===== src/rtl/k053252_cfg_loader_if.sv =====
// Host/CPU/CRTC signal bundle for the 053252 configuration loader.
// The master side drives the table and CPU ports; the slave side drives the CRTC bus.
interface k053252_cfg_loader_if;
    localparam int unsigned IDX_W = 4;
    localparam int unsigned AB_W  = 4;
    localparam int unsigned DB_W  = 8;

    // host table port
    logic              tbl_we;
    logic [IDX_W-1:0]  tbl_idx;
    logic [AB_W-1:0]   tbl_ab;
    logic [DB_W-1:0]   tbl_db;
    logic              tbl_valid;
    logic              start;

    // CPU passthrough port
    logic              cpu_ccs;
    logic              cpu_rw;
    logic [AB_W-1:0]   cpu_ab;
    logic [DB_W-1:0]   cpu_db;
    logic              cpu_wait;

    // CRTC bus and status
    logic              PIN_CCS;
    logic              PIN_RW;
    logic [AB_W-1:0]   PIN_AB;
    logic [DB_W-1:0]   PIN_DB_IN;
    logic              busy;
    logic              done;

    modport master (
        output tbl_we, tbl_idx, tbl_ab, tbl_db, tbl_valid, start,
        output cpu_ccs, cpu_rw, cpu_ab, cpu_db,
        input  cpu_wait, PIN_CCS, PIN_RW, PIN_AB, PIN_DB_IN, busy, done
    );

    modport slave (
        input  tbl_we, tbl_idx, tbl_ab, tbl_db, tbl_valid, start,
        input  cpu_ccs, cpu_rw, cpu_ab, cpu_db,
        output cpu_wait, PIN_CCS, PIN_RW, PIN_AB, PIN_DB_IN, busy, done
    );
endinterface


===== src/rtl/k053252_cfg_loader.sv =====
// Replays a 16-entry {AB, DB, valid} table onto the 053252 CRTC register bus,
// sharing the bus with a CPU passthrough port while idle.
module k053252_cfg_loader #(
    parameter int unsigned SETUP_CYC = 2,
    parameter int unsigned PULSE_CYC = 2,
    parameter int unsigned HOLD_CYC  = 1
) (
    input  logic                PIN_CLK,
    input  logic                PIN_RESET,
    k053252_cfg_loader_if.slave bus
);
    localparam int unsigned IDX_W   = 4;
    localparam int unsigned AB_W    = 4;
    localparam int unsigned DB_W    = 8;
    localparam int unsigned N_ENT   = 16;
    localparam int unsigned MAX_SP  = (SETUP_CYC > PULSE_CYC) ? SETUP_CYC : PULSE_CYC;
    localparam int unsigned MAX_CYC = (MAX_SP > HOLD_CYC) ? MAX_SP : HOLD_CYC;
    localparam int unsigned CNT_W   = (MAX_CYC > 1) ? $clog2(MAX_CYC) : 1;
    localparam logic [IDX_W-1:0] LAST_IDX = IDX_W'(N_ENT - 1);

    typedef enum logic [2:0] {
        S_IDLE, S_SCAN, S_SETUP, S_CS, S_WR, S_RWH, S_HOLD, S_DONE
    } state_t;

    typedef struct packed {
        logic [AB_W-1:0] ab;
        logic [DB_W-1:0] db;
    } entry_t;

    entry_t             tbl_q [N_ENT];
    logic [N_ENT-1:0]   vld_q;

    state_t             state_q, state_d;
    logic [IDX_W-1:0]   idx_q, idx_d;
    logic [CNT_W-1:0]   cnt_q, cnt_d;
    logic               ccs_q, ccs_d;
    logic               rw_q, rw_d;
    logic [AB_W-1:0]    ab_q, ab_d;
    logic [DB_W-1:0]    db_q, db_d;
    logic               busy_q, busy_d;
    logic               done_q, done_d;

    // Table payload needs no reset; only the valid bits are cleared.
    always_ff @(posedge PIN_CLK) begin
        if (bus.tbl_we) begin
            tbl_q[bus.tbl_idx] <= {bus.tbl_ab, bus.tbl_db};
        end
    end

    always_ff @(posedge PIN_CLK) begin
        if (PIN_RESET) begin
            vld_q <= '0;
        end else if (bus.tbl_we) begin
            vld_q[bus.tbl_idx] <= bus.tbl_valid;
        end
    end

    // State, counters and registered bus outputs.
    always_ff @(posedge PIN_CLK) begin
        if (PIN_RESET) begin
            state_q <= S_IDLE;
            idx_q   <= '0;
            cnt_q   <= '0;
            ccs_q   <= 1'b1;
            rw_q    <= 1'b1;
            ab_q    <= '0;
            db_q    <= '0;
            busy_q  <= 1'b0;
            done_q  <= 1'b0;
        end else begin
            state_q <= state_d;
            idx_q   <= idx_d;
            cnt_q   <= cnt_d;
            ccs_q   <= ccs_d;
            rw_q    <= rw_d;
            ab_q    <= ab_d;
            db_q    <= db_d;
            busy_q  <= busy_d;
            done_q  <= done_d;
        end
    end

    // Next state, then bus values for the state being entered.
    always_comb begin
        state_d = state_q;
        idx_d   = idx_q;
        cnt_d   = cnt_q;
        ccs_d   = 1'b1;
        rw_d    = 1'b1;
        ab_d    = ab_q;
        db_d    = db_q;

        case (state_q)
            S_IDLE: begin
                // A CPU access in the same cycle wins; the start is dropped.
                if (bus.start && bus.cpu_ccs) begin
                    state_d = S_SCAN;
                    idx_d   = '0;
                end
            end
            S_SCAN: begin
                if (vld_q[idx_q]) begin
                    state_d = S_SETUP;
                    cnt_d   = CNT_W'(SETUP_CYC - 1);
                    ab_d    = tbl_q[idx_q].ab;
                    db_d    = tbl_q[idx_q].db;
                end else if (idx_q == LAST_IDX) begin
                    state_d = S_DONE;
                end else begin
                    idx_d = idx_q + IDX_W'(1);
                end
            end
            S_SETUP: begin
                if (cnt_q == '0) begin
                    state_d = S_CS;
                end else begin
                    cnt_d = cnt_q - CNT_W'(1);
                end
            end
            S_CS: begin
                state_d = S_WR;
                cnt_d   = CNT_W'(PULSE_CYC - 1);
            end
            S_WR: begin
                if (cnt_q == '0) begin
                    state_d = S_RWH;
                end else begin
                    cnt_d = cnt_q - CNT_W'(1);
                end
            end
            S_RWH: begin
                state_d = S_HOLD;
                cnt_d   = CNT_W'(HOLD_CYC - 1);
            end
            S_HOLD: begin
                if (cnt_q != '0) begin
                    cnt_d = cnt_q - CNT_W'(1);
                end else if (idx_q == LAST_IDX) begin
                    state_d = S_DONE;
                end else begin
                    state_d = S_SCAN;
                    idx_d   = idx_q + IDX_W'(1);
                end
            end
            S_DONE: begin
                state_d = S_IDLE;
            end
            default: begin
                state_d = S_IDLE;
            end
        endcase

        // CPU passthrough only once the loader has fully returned to idle.
        case (state_d)
            S_IDLE: begin
                if (state_q == S_IDLE) begin
                    ccs_d = bus.cpu_ccs;
                    rw_d  = bus.cpu_rw;
                    ab_d  = bus.cpu_ab;
                    db_d  = bus.cpu_db;
                end
            end
            S_CS, S_RWH: begin
                ccs_d = 1'b0;
            end
            S_WR: begin
                ccs_d = 1'b0;
                rw_d  = 1'b0;
            end
            default: begin
            end
        endcase

        busy_d = (state_d != S_IDLE);
        done_d = (state_d == S_DONE);
    end

    assign bus.PIN_CCS   = ccs_q;
    assign bus.PIN_RW    = rw_q;
    assign bus.PIN_AB    = ab_q;
    assign bus.PIN_DB_IN = db_q;
    assign bus.busy      = busy_q;
    assign bus.done      = done_q;
    assign bus.cpu_wait  = busy_q & ~bus.cpu_ccs;

endmodule


===== src/flat_wrapper.sv =====
// flat-port wrapper written by rule: the top's interface ports become plain ports
module k053252_cfg_loader_flat 
#(
    parameter int unsigned SETUP_CYC = 2,
    parameter int unsigned PULSE_CYC = 2,
    parameter int unsigned HOLD_CYC  = 1
)
  (PIN_CLK, PIN_RESET, bus_tbl_we, bus_tbl_idx, bus_tbl_ab, bus_tbl_db, bus_tbl_valid, bus_start, bus_cpu_ccs, bus_cpu_rw, bus_cpu_ab, bus_cpu_db, bus_cpu_wait, bus_PIN_CCS, bus_PIN_RW, bus_PIN_AB, bus_PIN_DB_IN, bus_busy, bus_done);
  k053252_cfg_loader_if bus_i ();
  input  logic PIN_CLK;
  input  logic PIN_RESET;
  input wire logic [$bits(bus_i.tbl_we)-1:0] bus_tbl_we;
  input wire logic [$bits(bus_i.tbl_idx)-1:0] bus_tbl_idx;
  input wire logic [$bits(bus_i.tbl_ab)-1:0] bus_tbl_ab;
  input wire logic [$bits(bus_i.tbl_db)-1:0] bus_tbl_db;
  input wire logic [$bits(bus_i.tbl_valid)-1:0] bus_tbl_valid;
  input wire logic [$bits(bus_i.start)-1:0] bus_start;
  input wire logic [$bits(bus_i.cpu_ccs)-1:0] bus_cpu_ccs;
  input wire logic [$bits(bus_i.cpu_rw)-1:0] bus_cpu_rw;
  input wire logic [$bits(bus_i.cpu_ab)-1:0] bus_cpu_ab;
  input wire logic [$bits(bus_i.cpu_db)-1:0] bus_cpu_db;
  output wire logic [$bits(bus_i.cpu_wait)-1:0] bus_cpu_wait;
  output wire logic [$bits(bus_i.PIN_CCS)-1:0] bus_PIN_CCS;
  output wire logic [$bits(bus_i.PIN_RW)-1:0] bus_PIN_RW;
  output wire logic [$bits(bus_i.PIN_AB)-1:0] bus_PIN_AB;
  output wire logic [$bits(bus_i.PIN_DB_IN)-1:0] bus_PIN_DB_IN;
  output wire logic [$bits(bus_i.busy)-1:0] bus_busy;
  output wire logic [$bits(bus_i.done)-1:0] bus_done;
  assign bus_i.tbl_we = bus_tbl_we;
  assign bus_i.tbl_idx = bus_tbl_idx;
  assign bus_i.tbl_ab = bus_tbl_ab;
  assign bus_i.tbl_db = bus_tbl_db;
  assign bus_i.tbl_valid = bus_tbl_valid;
  assign bus_i.start = bus_start;
  assign bus_i.cpu_ccs = bus_cpu_ccs;
  assign bus_i.cpu_rw = bus_cpu_rw;
  assign bus_i.cpu_ab = bus_cpu_ab;
  assign bus_i.cpu_db = bus_cpu_db;
  assign bus_cpu_wait = bus_i.cpu_wait;
  assign bus_PIN_CCS = bus_i.PIN_CCS;
  assign bus_PIN_RW = bus_i.PIN_RW;
  assign bus_PIN_AB = bus_i.PIN_AB;
  assign bus_PIN_DB_IN = bus_i.PIN_DB_IN;
  assign bus_busy = bus_i.busy;
  assign bus_done = bus_i.done;
  k053252_cfg_loader #(.SETUP_CYC(SETUP_CYC), .PULSE_CYC(PULSE_CYC), .HOLD_CYC(HOLD_CYC)) u_core (.PIN_CLK(PIN_CLK), .PIN_RESET(PIN_RESET), .bus(bus_i));
endmodule

===== config.mk =====
export PLATFORM = sky130hd
export DESIGN_NAME = k053252_cfg_loader_flat
export DESIGN_NICKNAME = d
export VERILOG_FILES = /design/src/rtl/k053252_cfg_loader_if.sv /design/src/rtl/k053252_cfg_loader.sv /design/src/flat_wrapper.sv
export SDC_FILE = /design/constraint.sdc
export NUM_CORES = 1
export LEC_CHECK = 0
export CAP_MARGIN = 40
export CORE_ASPECT_RATIO = 1.25
export CORE_MARGIN = 5
export CORE_UTILIZATION = 25
export DETAILED_ROUTE_END_ITERATION = 7
export SETUP_SLACK_MARGIN = 0.15
export SYNTH_ARGS = -nofsm -noshare
export SYNTH_HDL_FRONTEND = slang
export SYNTH_SLANG_ARGS = --single-unit

===== constraint.sdc =====
create_clock -name PIN_CLK -period 3 [get_ports PIN_CLK]
set_input_delay 0.45 -clock PIN_CLK [delete_from_list [all_inputs] [get_ports PIN_CLK]]
set_output_delay 0.45 -clock PIN_CLK [all_outputs]
set_load 0.01 [all_outputs]

==> impl_results.md <==
- Status: finished, final reports clean
- Initial antenna violation count: 0
- Post-synth EDFFs: 192
- Synth warn: 0
- Most frequent cells in the layout: 192 x edfxtp_1, 51 x clkdlybuf4s50_1, 50 x mux4_2
- Setup tns final: 0 ps
- Switch Pwr: 1.57 mW
- Sequential fraction of design power: 52.0%
- Slew @ Worst Pin: 905 ps
- Worst Hold Class: flip-flop to flip-flop
- Int Pwr: 5.58 mW
- Slowest stage cell, crit path: a22o_1
- Peak supply drop: 0.000368 V
- Die width: 183 um
- P&R area growth vs syn: 21.9%
- Post-synth top area cell: edfxtp_1
- Die Ht: 226 um
- WL per Instance: 18.9 um
- Full die area: 41300 um^2
- Worst EP required: 3440 ps
- Diode count: 0
- Ys async rst share: 0%
- Largest net degree at the start of global routing: 25
- WS Path Type: flip-flop to flip-flop
- CP arrival: 3100 ps
- Worst r2r path cells: 5
- Worst r2r src: u_core.idx_q[1]
- Unrepaired setup endpoints after global routing: no
- Top FF cell, synth: edfxtp_1
- Combinational power share: 9.0%
- Max-slew headroom: 38.1%
- Crit end category: flip-flop
- Area contributors post-synth: edfxtp_1 62%, mux4_2 12%, dfxtp_1 9.4%
- Synth top area share: 61.8%
- Met2 WL: 10200 um
- Post-synthesis cell type count: 49
- Starting Density: 25.2%
- Reg area: 6650 um^2
- Tcrit/Tclk final: 88.5%
- WHS Path Cells: 2
- Max-slew violation count: 0
- Top layer in use: met4
- Min Tclk post-route: 2660 ps
- Max cap viols: 0
- Root Buffer: clkbuf_16
- Core Util, Final: 30.7%
- Final setup fails: 0
- R2R Path End: u_core.bus.PIN_DB_IN[0]
- Vias in the first global route: 5421
- ANT nets after route: 0
- Most common cell after layout, fill and taps aside: edfxtp_1
- Syn_area_per_cell: 17.5 um^2
- Vias: 5187
- Power share of the clock group: 39.0%
- Hold EP: u_core.vld_q[10]
- Cell area after synthesis: 9340 um^2
- Pwr dens: 628 nW/um^2
- Global-route wire length before repair: 32700 um
- Clock Pin Slew Worst Setup and Hold Paths: 60 ps
- Metal-1 WL: 9250 um
- Hold_sp: u_core.vld_q[10]
- Multi-input gate area: 2550 um^2
- Io pins: 52
- Hold-fix buffers, CTS: 0
- Worst path top cell family by delay: compound AO/OA/AOI/OAI gates
- Startpoint types: flip-flop
- Synthesized flop and latch total: 236
- CTS H-tree depth: 1
- IO buf count: 51
- Met3 wire length: 1160 um
- DRT Wirelength: 21200 um
- Sink Count: 236
- Drc violations: 0
- Total gr overflow: 0
- Routability Congestion: 0.797
- Nets: 654
- Net Count, Synth: 570
- Sw Share: 22.0%
- Post CTS Setup Buffer Count: 0
- Max incr delay on CP: 630 ps
- Final hold viol count: 0
- HPWL after detailed placement: 13800 um
- Max Freq: 377 MHz
- DR vias/cell: 4.63
- Number of fill cells in the layout: 3621
- Synthesized instance count: 534
- CTS tree: built
- Sequential share of the synthesized area: 71.2%
- WP buf/inv: 0
- Leakage: 3.47 nW
- Share of cells above drive strength 1: 20.7%
- Latest clock arrival within the worst-skew pair: 510 ps
- Global Route Usage Sum: 10.2%
- Critical path fanouts, max: 14
- Final Skew: 9.90 ps
- Worst R2R Setup Slack: 340 ps
- Row cnt: 79
- Iteration-0 DRC Markers: 310
- Max Root-Sink Buffers: 3
- Final Power: 7.14 mW
- Core footprint: 37100 um^2
- Crit-path cells: mux4_2 > mux2i_2 > o32a_4 > a22o_1 > a221o_1
- First drt pass iteration count: 4
- Num CTS Buffers: 25
- Resized cells post-CTS: 0
-- cells in the mapped netlist (2+ instances only) --
| cell type | number |
|---|---|
| mux4_2 | 50 |
| nor2_1 | 27 |
| a211oi_1 | 13 |
| buf_1 | 2 |
| buf_4 | 3 |
| nor3_1 | 6 |
| nand3b_1 | 3 |
| o21ai_0 | 19 |
| a221o_1 | 12 |
| buf_6 | 2 |
| nand3_1 | 5 |
| a21oi_1 | 19 |
| o22ai_1 | 3 |
| inv_1 | 3 |
| nand2b_1 | 5 |
| dfxtp_1 | 44 |
| clkbuf_1 | 14 |
| a2111oi_0 | 12 |
| nor2b_1 | 15 |
| mux2i_1 | 21 |
| edfxtp_1 | 192 |
| a31oi_1 | 2 |
| nand2_1 | 27 |
| buf_2 | 8 |
| o211ai_1 | 3 |
-- power by group through the flow --
stage,registers [mW],logic (mW),clock network [mW]
after floorplan,3.74,0.399,0
after global placement,3.79,0.642,0
after detailed placement,3.79,0.649,0
after CTS,3.72,0.651,2.86
after global routing,3.73,0.695,3.00
final,3.72,0.642,2.78
-- layout make-up --
class	instances	area share [%]
inverters	4	0.132
clock buffers	28	5.60
multi-input cells	265	22.4
well taps	486	5.34
repair buffers	86	7.17
flip-flops and latches	236	58.5
clock inverters	15	0.891
-- routing by layer --
metal  vias to the layer above  GRT usage (%)
met2                       130           16.8
met4                         0           2.88
met5                         -              0
li1                       2350              -
met3                        35           2.11
met1                      2672           13.9
-- logic make-up (layout without fill, tap and decap cells) --
family	count (synthesis)	in the layout	synth area share, %
DFF	236	236	71.2
muxes	74	74	14.7
buffers and inverters	33	133	1.72
and+or+nand+nor	95	95	4.88
AOI/OAI and AO/OA	95	95	7.38
adders and majority gates	1	1	0.134
-- state kept, by name (all words and copies together) (netlist names), named ones only --
name	cells
u_core.bus.PIN_CCS	1
u_core.idx_q	4
u_core.bus.PIN_AB	4
u_core.tbl_q	192
u_core.bus.done	1
u_core.state_q	3
u_core.vld_q	16
u_core.bus.PIN_DB_IN	8
u_core.bus.busy	1
u_core.bus.PIN_RW	1
u_core.cnt_q	1
-- worst min-delay path: stages, from the launching register on --
cell     delay, ps
dfxtp_1        310
o21ai_0         60
a21oi_1         60
-- worst max-delay path by stage --
stage	endpoint	slack (ps)	cells after the start	start
3_5_place_dp	u_core.bus.PIN_DB_IN[0]	360	5	u_core.idx_q[1]
6_report	u_core.bus.PIN_DB_IN[0]	340	5	u_core.idx_q[1]
4_1_cts	u_core.bus.PIN_DB_IN[0]	340	5	u_core.idx_q[1]
2_1_floorplan	u_core.vld_q[0]	540	5	bus_tbl_idx[0]
5_1_grt	u_core.bus.PIN_DB_IN[2]	210	5	u_core.idx_q[1]
3_3_place_gp	u_core.bus.PIN_DB_IN[4]	310	5	PIN_RESET
-- stage by stage --
| stage | cells | setup WS (ps) | hold slack, ps | instance area, um^2 |
|---|---|---|---|---|
| 2_1_floorplan | 534 | 537 | 451 | 9340 |
| 3_3_place_gp | 1074 | 311 | 470 | 10600 |
| 3_5_place_dp | 1077 | 362 | 475 | 10600 |
| 4_1_cts | 1120 | 343 | 487 | 11400 |
| 5_1_grt | 1120 | 209 | 500 | 11400 |
| 6_report | 1120 | 344 | 484 | 11400 |
Note: power is estimated with default switching activity, not from simulation.
